--- src/rtl/calc_operand_entry.sv ---
// Button-driven operand/operator entry FSM for the 4-bit calculator; latches the result and muxes the display.
// Optional build macro AUTO_REPEAT_EN adds hold-to-repeat on the Up/Down buttons.
module calc_operand_entry #(
  parameter int unsigned REPEAT_DELAY  = 50_000_000,
  parameter int unsigned REPEAT_PERIOD = 10_000_000
) (
  input  logic       i_clk,
  input  logic       i_reset,
  input  logic       i_btnUp,
  input  logic       i_btnDown,
  input  logic       i_btnNext,
  input  logic [3:0] i_result,
  output logic [3:0] o_a,
  output logic [3:0] o_b,
  output logic [1:0] o_selOperator,
  output logic [1:0] o_state,
  output logic [3:0] o_display,
  output logic       o_resultValid
);

  typedef enum logic [1:0] {
    EDIT_A      = 2'b00,
    EDIT_B      = 2'b01,
    EDIT_OP     = 2'b10,
    SHOW_RESULT = 2'b11
  } state_e;

  state_e     state_q, state_d;
  logic [3:0] a_q, a_d;
  logic [3:0] b_q, b_d;
  logic [1:0] op_q, op_d;
  logic [3:0] res_q, res_d;
  logic       up_prev_q, down_prev_q, next_prev_q;

  logic up_ev, down_ev, next_ev;
  logic step_up, step_down;

  assign up_ev   = i_btnUp   & ~up_prev_q;
  assign down_ev = i_btnDown & ~down_prev_q;
  assign next_ev = i_btnNext & ~next_prev_q;

`ifdef AUTO_REPEAT_EN
  localparam int unsigned MAX_CNT = (REPEAT_DELAY > REPEAT_PERIOD) ? REPEAT_DELAY : REPEAT_PERIOD;
  localparam int unsigned CW      = $clog2(MAX_CNT + 1);

  logic [CW-1:0] hold_cnt_q, hold_cnt_d;
  logic          rep_phase_q, rep_phase_d;
  logic          hold, rep_fire;

  // A held Next never advances state, so holding only in EDIT states with Next low
  // already implies the counter restarts whenever the state changes.
  assign hold     = (i_btnUp ^ i_btnDown) & ~i_btnNext & (state_q != SHOW_RESULT);
  assign rep_fire = hold &&
                    (hold_cnt_q == (rep_phase_q ? CW'(REPEAT_PERIOD) : CW'(REPEAT_DELAY)));

  always_comb begin
    hold_cnt_d  = '0;
    rep_phase_d = 1'b0;
    if (hold) begin
      if (rep_fire) begin
        hold_cnt_d  = CW'(1);
        rep_phase_d = 1'b1;
      end else begin
        hold_cnt_d  = hold_cnt_q + CW'(1);
        rep_phase_d = rep_phase_q;
      end
    end
  end

  always_ff @(posedge i_clk) begin
    if (i_reset) begin
      hold_cnt_q  <= '0;
      rep_phase_q <= 1'b0;
    end else begin
      hold_cnt_q  <= hold_cnt_d;
      rep_phase_q <= rep_phase_d;
    end
  end

  assign step_up   = (up_ev & ~down_ev) | (rep_fire & i_btnUp);
  assign step_down = (down_ev & ~up_ev) | (rep_fire & i_btnDown);
`else
  assign step_up   = up_ev & ~down_ev;
  assign step_down = down_ev & ~up_ev;
`endif

  always_comb begin
    // NOTE: every next-state signal takes its hold value first so no path leaves it unassigned (no latch).
    state_d = state_q;
    a_d     = a_q;
    b_d     = b_q;
    op_d    = op_q;
    res_d   = res_q;
    if (next_ev) begin
      unique case (state_q)
        EDIT_A:      state_d = EDIT_B;
        EDIT_B:      state_d = EDIT_OP;
        EDIT_OP: begin
          state_d = SHOW_RESULT;
          res_d   = i_result;
        end
        SHOW_RESULT: state_d = EDIT_A;
        default:     state_d = EDIT_A;
      endcase
    end else if (step_up || step_down) begin
      unique case (state_q)
        EDIT_A:  a_d  = step_up ? a_q + 4'd1 : a_q - 4'd1;
        EDIT_B:  b_d  = step_up ? b_q + 4'd1 : b_q - 4'd1;
        EDIT_OP: op_d = step_up ? op_q + 2'd1 : op_q - 2'd1;
        default: ;
      endcase
    end
  end

  always_ff @(posedge i_clk) begin
    // NOTE: sequential state uses non-blocking assignments so all registers update from pre-edge values.
    if (i_reset) begin
      state_q     <= EDIT_A;
      a_q         <= 4'd0;
      b_q         <= 4'd0;
      op_q        <= 2'd0;
      res_q       <= 4'd0;
      up_prev_q   <= 1'b0;
      down_prev_q <= 1'b0;
      next_prev_q <= 1'b0;
    end else begin
      state_q     <= state_d;
      a_q         <= a_d;
      b_q         <= b_d;
      op_q        <= op_d;
      res_q       <= res_d;
      up_prev_q   <= i_btnUp;
      down_prev_q <= i_btnDown;
      next_prev_q <= i_btnNext;
    end
  end

  assign o_a           = a_q;
  assign o_b           = b_q;
  assign o_selOperator = op_q;
  assign o_state       = state_q;
  assign o_resultValid = (state_q == SHOW_RESULT);

  always_comb begin
    unique case (state_q)
      EDIT_A:      o_display = a_q;
      EDIT_B:      o_display = b_q;
      EDIT_OP:     o_display = {2'b00, op_q};
      SHOW_RESULT: o_display = res_q;
      default:     o_display = 4'd0;
    endcase
  end

endmodule
--- config.mk ---
export PLATFORM = sky130hd
export DESIGN_NAME = calc_operand_entry
export DESIGN_NICKNAME = d
export VERILOG_FILES = /design/src/rtl/calc_operand_entry.sv
export SDC_FILE = /design/constraint.sdc
export NUM_CORES = 1
export LEC_CHECK = 0
export CORE_MARGIN = 5
export CORE_UTILIZATION = 50
export DETAILED_ROUTE_END_ITERATION = 12
export MAX_ROUTING_LAYER = met4
export PLACE_DENSITY = 0.83
export SKIP_LAST_GASP = 1
export SLEW_MARGIN = 20
export SYNTH_ARGS = -nofsm -noshare
export SYNTH_HDL_FRONTEND = slang
export SYNTH_SLANG_ARGS = --single-unit
--- constraint.sdc ---
create_clock -name i_clk -period 7.3 [get_ports i_clk]
set_input_delay 1.825 -clock i_clk [delete_from_list [all_inputs] [get_ports i_clk]]
set_output_delay 1.825 -clock i_clk [all_outputs]
set_load 0.05 [all_outputs]
=== After elaboration in Yosys (flattened, before gate mapping) ===
Index checks and enable logic that the tools add are counted.

* Register bits after elaboration: 19
* Input port bits: 9
* Word-level logic and storage cells: 39

* Add/sub/neg operators: 6
* Eq/ne operators: 3
* Muxes and demuxes: 5
* Bitwise logic cells: 11
* Reduce and logical (&&, ||, !) cells: 6

{| class="wikitable"
|+ Operators with widths
! operator !! count
|-
| $pmux W4 S4 || 1
|-
| $reduce_and A3 Y1 || 3
|-
| $add A4 B1 Y4 const B || 2
|-
| $mux W4 || 2
|-
| $pmux W2 S4 || 1
|-
| $sub A4 B1 Y4 const B || 2
|-
| $not A1 Y1 || 6
|-
| $and A1 B1 Y1 || 5
|-
| $eq A2 B2 Y1 const B || 2
|-
| $add A2 B1 Y2 const B || 1
|-
| $eq A2 B1 Y1 const B || 1
|-
| $logic_not A2 Y1 || 1
|-
| $mux W2 || 1
|-
| $reduce_and A2 Y1 || 1
|-
| $sub A2 B1 Y2 const B || 1
|-
| $logic_or A1 B1 Y1 || 1
|}

=== Depth between registers and ports, before layout ===
* Depth after elaboration: 6
* Gate-level depth with buffers: 8
* Depth with buffers taken out: 8

=== Worst setup path before layout ===
Ideal clock, no wire load.

* Path kind: reg2out
* Start point: reg state_q[1] (netlist: o_state[1])
* End point: out o_display[2]
* Arrival: 2.582 ns
* Required time: 5.475 ns
* Setup slack: 2.893 ns
* Cell stages (with the launch flop): 4
* Cell sequence: dfxtp_1 -> ha_1 -> a22oi_1 -> o21ai_0

* Word-level cells in the longest chain between the ends: 2
* Elaborated cells between the ends (all ways): 5
* Those cells by class: eq/ne (3); mux (1); reduce/logical (1)

{| class="wikitable"
|+ Ends and longest elaborated chain
! what !! RTL line !! RTL
|-
| start: declaration || 28 || <nowiki>state_e state_q, state_d;</nowiki>
|-
| start signal: assignment || 127 || <nowiki>state_q <= state_d;</nowiki>
|-
| $eq A2 B2 Y1 || -- ||
|-
| via o_resultValid || 18 || <nowiki>output logic o_resultValid</nowiki>
|-
| $pmux W4 S4 || 145 || <nowiki>unique case (state_q)</nowiki>
|-
| end: declaration || 17 || <nowiki>output logic [3:0] o_display,</nowiki>
|}

The timed path passes the listed nets, and every way through them passes these cells.

=== Worst setup path in the final report ===
* Start point: reg state_q[0] (netlist: o_state[0])
* End point: out o_display[0]

* Word-level cells in the longest chain between the ends: 2
* Elaborated cells between the ends (all ways): 5
* Those cells by class: eq/ne (3); mux (1); reduce/logical (1)

{| class="wikitable"
|+ Ends and longest elaborated chain
! what !! RTL line
|-
| $eq A2 B2 Y1, or another cell as far along || 145
|-
| $pmux W4 S4 * || 145
|}

Every way passes the cells marked *; elsewhere a longest branch is shown, timed or not.

==> flow_summary.toml <==
[timing]
fin_crit_sh_pct = 56.5
relSlewSlack_pct = 51.3
tightestPinTransition_ns = 0.728
setup_viol = 0
fmax_mhz = 242
worst_slack_ns = 3.18
period_needed_ns = 4.12
hold_viol = 0
clock_skew_ns = 0.00113
final_max_slew_viol_count = 0
hold_ws_ns = 0.469
fin_setup_tns_ns = 0
rsz0062_at_grt = "no"

[setup_path]
worstReg2RegStart = "down_prev_q"
worstSetupEndpointType = "primary output"
cp-start-kind = "register"
r2r_end = "o_a[3]"
rrSetupSlack_ns = 5.12
r2r_cells = 8
cp-startpoint = "o_state[0]"
crit_type = "reg2out"
crit_path_max_incr_delay_ns = 0.72
critPathTopFamily = "buffers and inverters"
cp_num_cells = 5
cp_num_buf_inv = 2
critPathCapture = "o_display[0]"
required_ns = 5.48
crit_chain = "inv_1, ha_1, a222oi_1, mux2i_1, clkdlybuf4s50_1"
cp_max_fo = 10
cp.arrival_ns = 2.30
slowest_stage = "clkdlybuf4s50_1"

[logic_synthesis]
ys_seq_area_share_pct = 34.9
netlist_instances = 117
ys_seq_elements = 19
ys_types = 31
synth.avg_cell_area_um2 = 9.30
synth_area_leader_cell = "dfxtp_1"
synth_edf_count = 0
async_reset_ff_share_pct = 0
syn_area_um2 = 1090
netlist_top_cells_area = "dfxtp_1 (35%), ha_1 (11%), xnor2_1 (4.8%)"
ys_dominant_reg_cell = "dfxtp_1"
synth_warnings = 0
syn_nets = 138
synth_top_area_share_pct = 34.9

[detailed_routing]
antenna_left = 0
route.detailed.drc = 0
vias = 912
drtPass1Iterations = 4
wl_per_cell_um = 13.6
dr.first_iter.drc_count = 27
wl_um = 2290
vias_per_cell = 5.43

[cts]
cts.sinks = 19
clock_path_buffers = 2
cts-root-buf = "clkbuf_4"
postCtsResizedCells = 0
clk_latency_ns = 0.30
ctsHoldBuffers = 0
postCtsSetupBuffers = 0
cts_htree_levels = 1
cts_made_buffers = 3
cts_tree = "yes"
clk_pin_slew_ns = 0.11

[power_and_ir_drop]
power_uw = 269
p_switching_uw = 99.8
pwr-share-comb_pct = 35.8
pwr-share-clk_pct = 20.2
power_leakage_nw = 0.527
pwr-share-seq_pct = 44.0
power_density_nw_per_um2 = 196
intPower_uw = 170
ir_worst_vdd_v = 0.000133
p_sw_share_pct = 37.1

[place]
post-place-ws_ns = 3.16
io_buffers = 25
dp.cells = 164
gp_congestion = 0.789
hpwl_um = 1830
postPlaceCellArea_um2 = 1350

[layout]
fin_util_pct = 67.9
num_antenna_cells = 0
mostFrequentLayoutCell = "clkdlybuf4s50_1"
instances_no_fill = 168
area_growth_pct = 26.2
nNetsFinal = 163
stdcell_area_um2 = 1370
layout_common_cells = "clkdlybuf4s50_1 (25), dfxtp_1 (19), a21oi_1 (10), nor2_1 (10), ha_1 (10)"
drive_gt1_share_pct = 6.38

[die]
die_w_um = 56.7
coreArea_um2 = 2020
start_util_pct = 53.8
row_count = 16
die_h_um = 56.7
die_area_um2 = 3210
ios = 26

[global_routing]
grt-ovfl-total = 0
grt_usage_pct = 15.6
grt_pass1_wl_um = 3770
antenna_found_initial = 0
grt_max_degree = 22
grt_pass1_vias = 847

[flow_run]
maxCapViolations = 0

[outcome]
run_status = "completed"

[min_path]
hold_path.class = "reg2reg"
cells by family (layout without fill, tap and decap cells):
kind of cell             count (synthesis)  count (layout)  share of synthesized area [%]
buffers and inverters                   10              34                           4.14
flip-flops                              19              19                           34.9
XOR/XNOR                                 7               7                           5.63
AND/OR/NAND/NOR                         42              42                           21.7
AO/OA/AOI/OAI                           21              21                           12.3
adder cells (fa/ha/maj)                 12              12                           15.2
multiplexers                             6               6                           6.09
cell usage after synthesis (all sizes together) (2+ instances only):
| cell type | number |
|---|---|
| dfxtp | 19 |
| a21oi | 10 |
| ha | 10 |
| nor2 | 10 |
| nand2 | 9 |
| nor2b | 8 |
| nand3 | 7 |
| xnor2 | 6 |
| inv | 5 |
| clkbuf | 4 |
| mux2i | 4 |
| a211oi | 3 |
| o21ai | 3 |
| a222oi | 2 |
| a22oi | 2 |
| fa | 2 |
| mux2 | 2 |
| nor3b | 2 |
power by group through the flow:
stage	clock network, mW	registers (mW)	logic, mW
2_1_floorplan	0	0.138	0.0511
3_3_place_gp	0	0.120	0.0950
3_5_place_dp	0	0.121	0.0970
4_1_cts	0.0581	0.119	0.0972
5_1_grt	0.0639	0.120	0.103
6_report	0.0544	0.118	0.0964
worst register-to-register path, delay by kind of cell, from the launching register on:
| kind | cells | cell delay, ns |
|---|---|---|
| buf+inv | 1 | 0.24 |
| mux | 2 | 0.54 |
| simple gates | 1 | 0.13 |
| compound gates | 2 | 0.33 |
| flops | 1 | 0.32 |
| fa+ha+maj | 2 | 0.50 |
area by class of cell:
cell class / instances / area, µm²
Inverter: 5 / 18.8
Multi-Input combinational cell: 88 / 663
Clock buffer: 3 / 22.5
Tap cell: 27 / 33.8
Timing Repair Buffer: 25 / 250
Clock inverter: 1 / 5.00
Fill cell: 176 / 648
Sequential cell: 19 / 380
worst min-delay path by stage:
stage / from / end / slack [ns] / cells after the start
final: res_q[0] / res_q[0] / 0.47 / 2
after global routing: res_q[3] / res_q[3] / 0.49 / 2
after CTS: res_q[0] / res_q[0] / 0.47 / 2
after detailed placement: res_q[0] / res_q[0] / 0.45 / 2
after global placement: res_q[0] / res_q[0] / 0.45 / 2
after floorplan: res_q[0] / res_q[0] / 0.44 / 2
routing by layer:
metal	wire length [µm]	up-vias	track usage, %
li1	-	454	-
met3	118	4	3.90
met2	1170	20	26.6
met4	34	0	8.14
met1	962	434	16.6
met5	0	-	-
state kept, by name, summed over array words and instances, names as in the netlist:
| signal | count |
|---|---|
| up_prev_q | 1 |
| o_state | 2 |
| next_prev_q | 1 |
| o_a | 4 |
| o_b | 4 |
| res_q | 4 |
| down_prev_q | 1 |
| o_selOperator | 2 |
No activity file was read; power rests on OpenSTA's default activity.
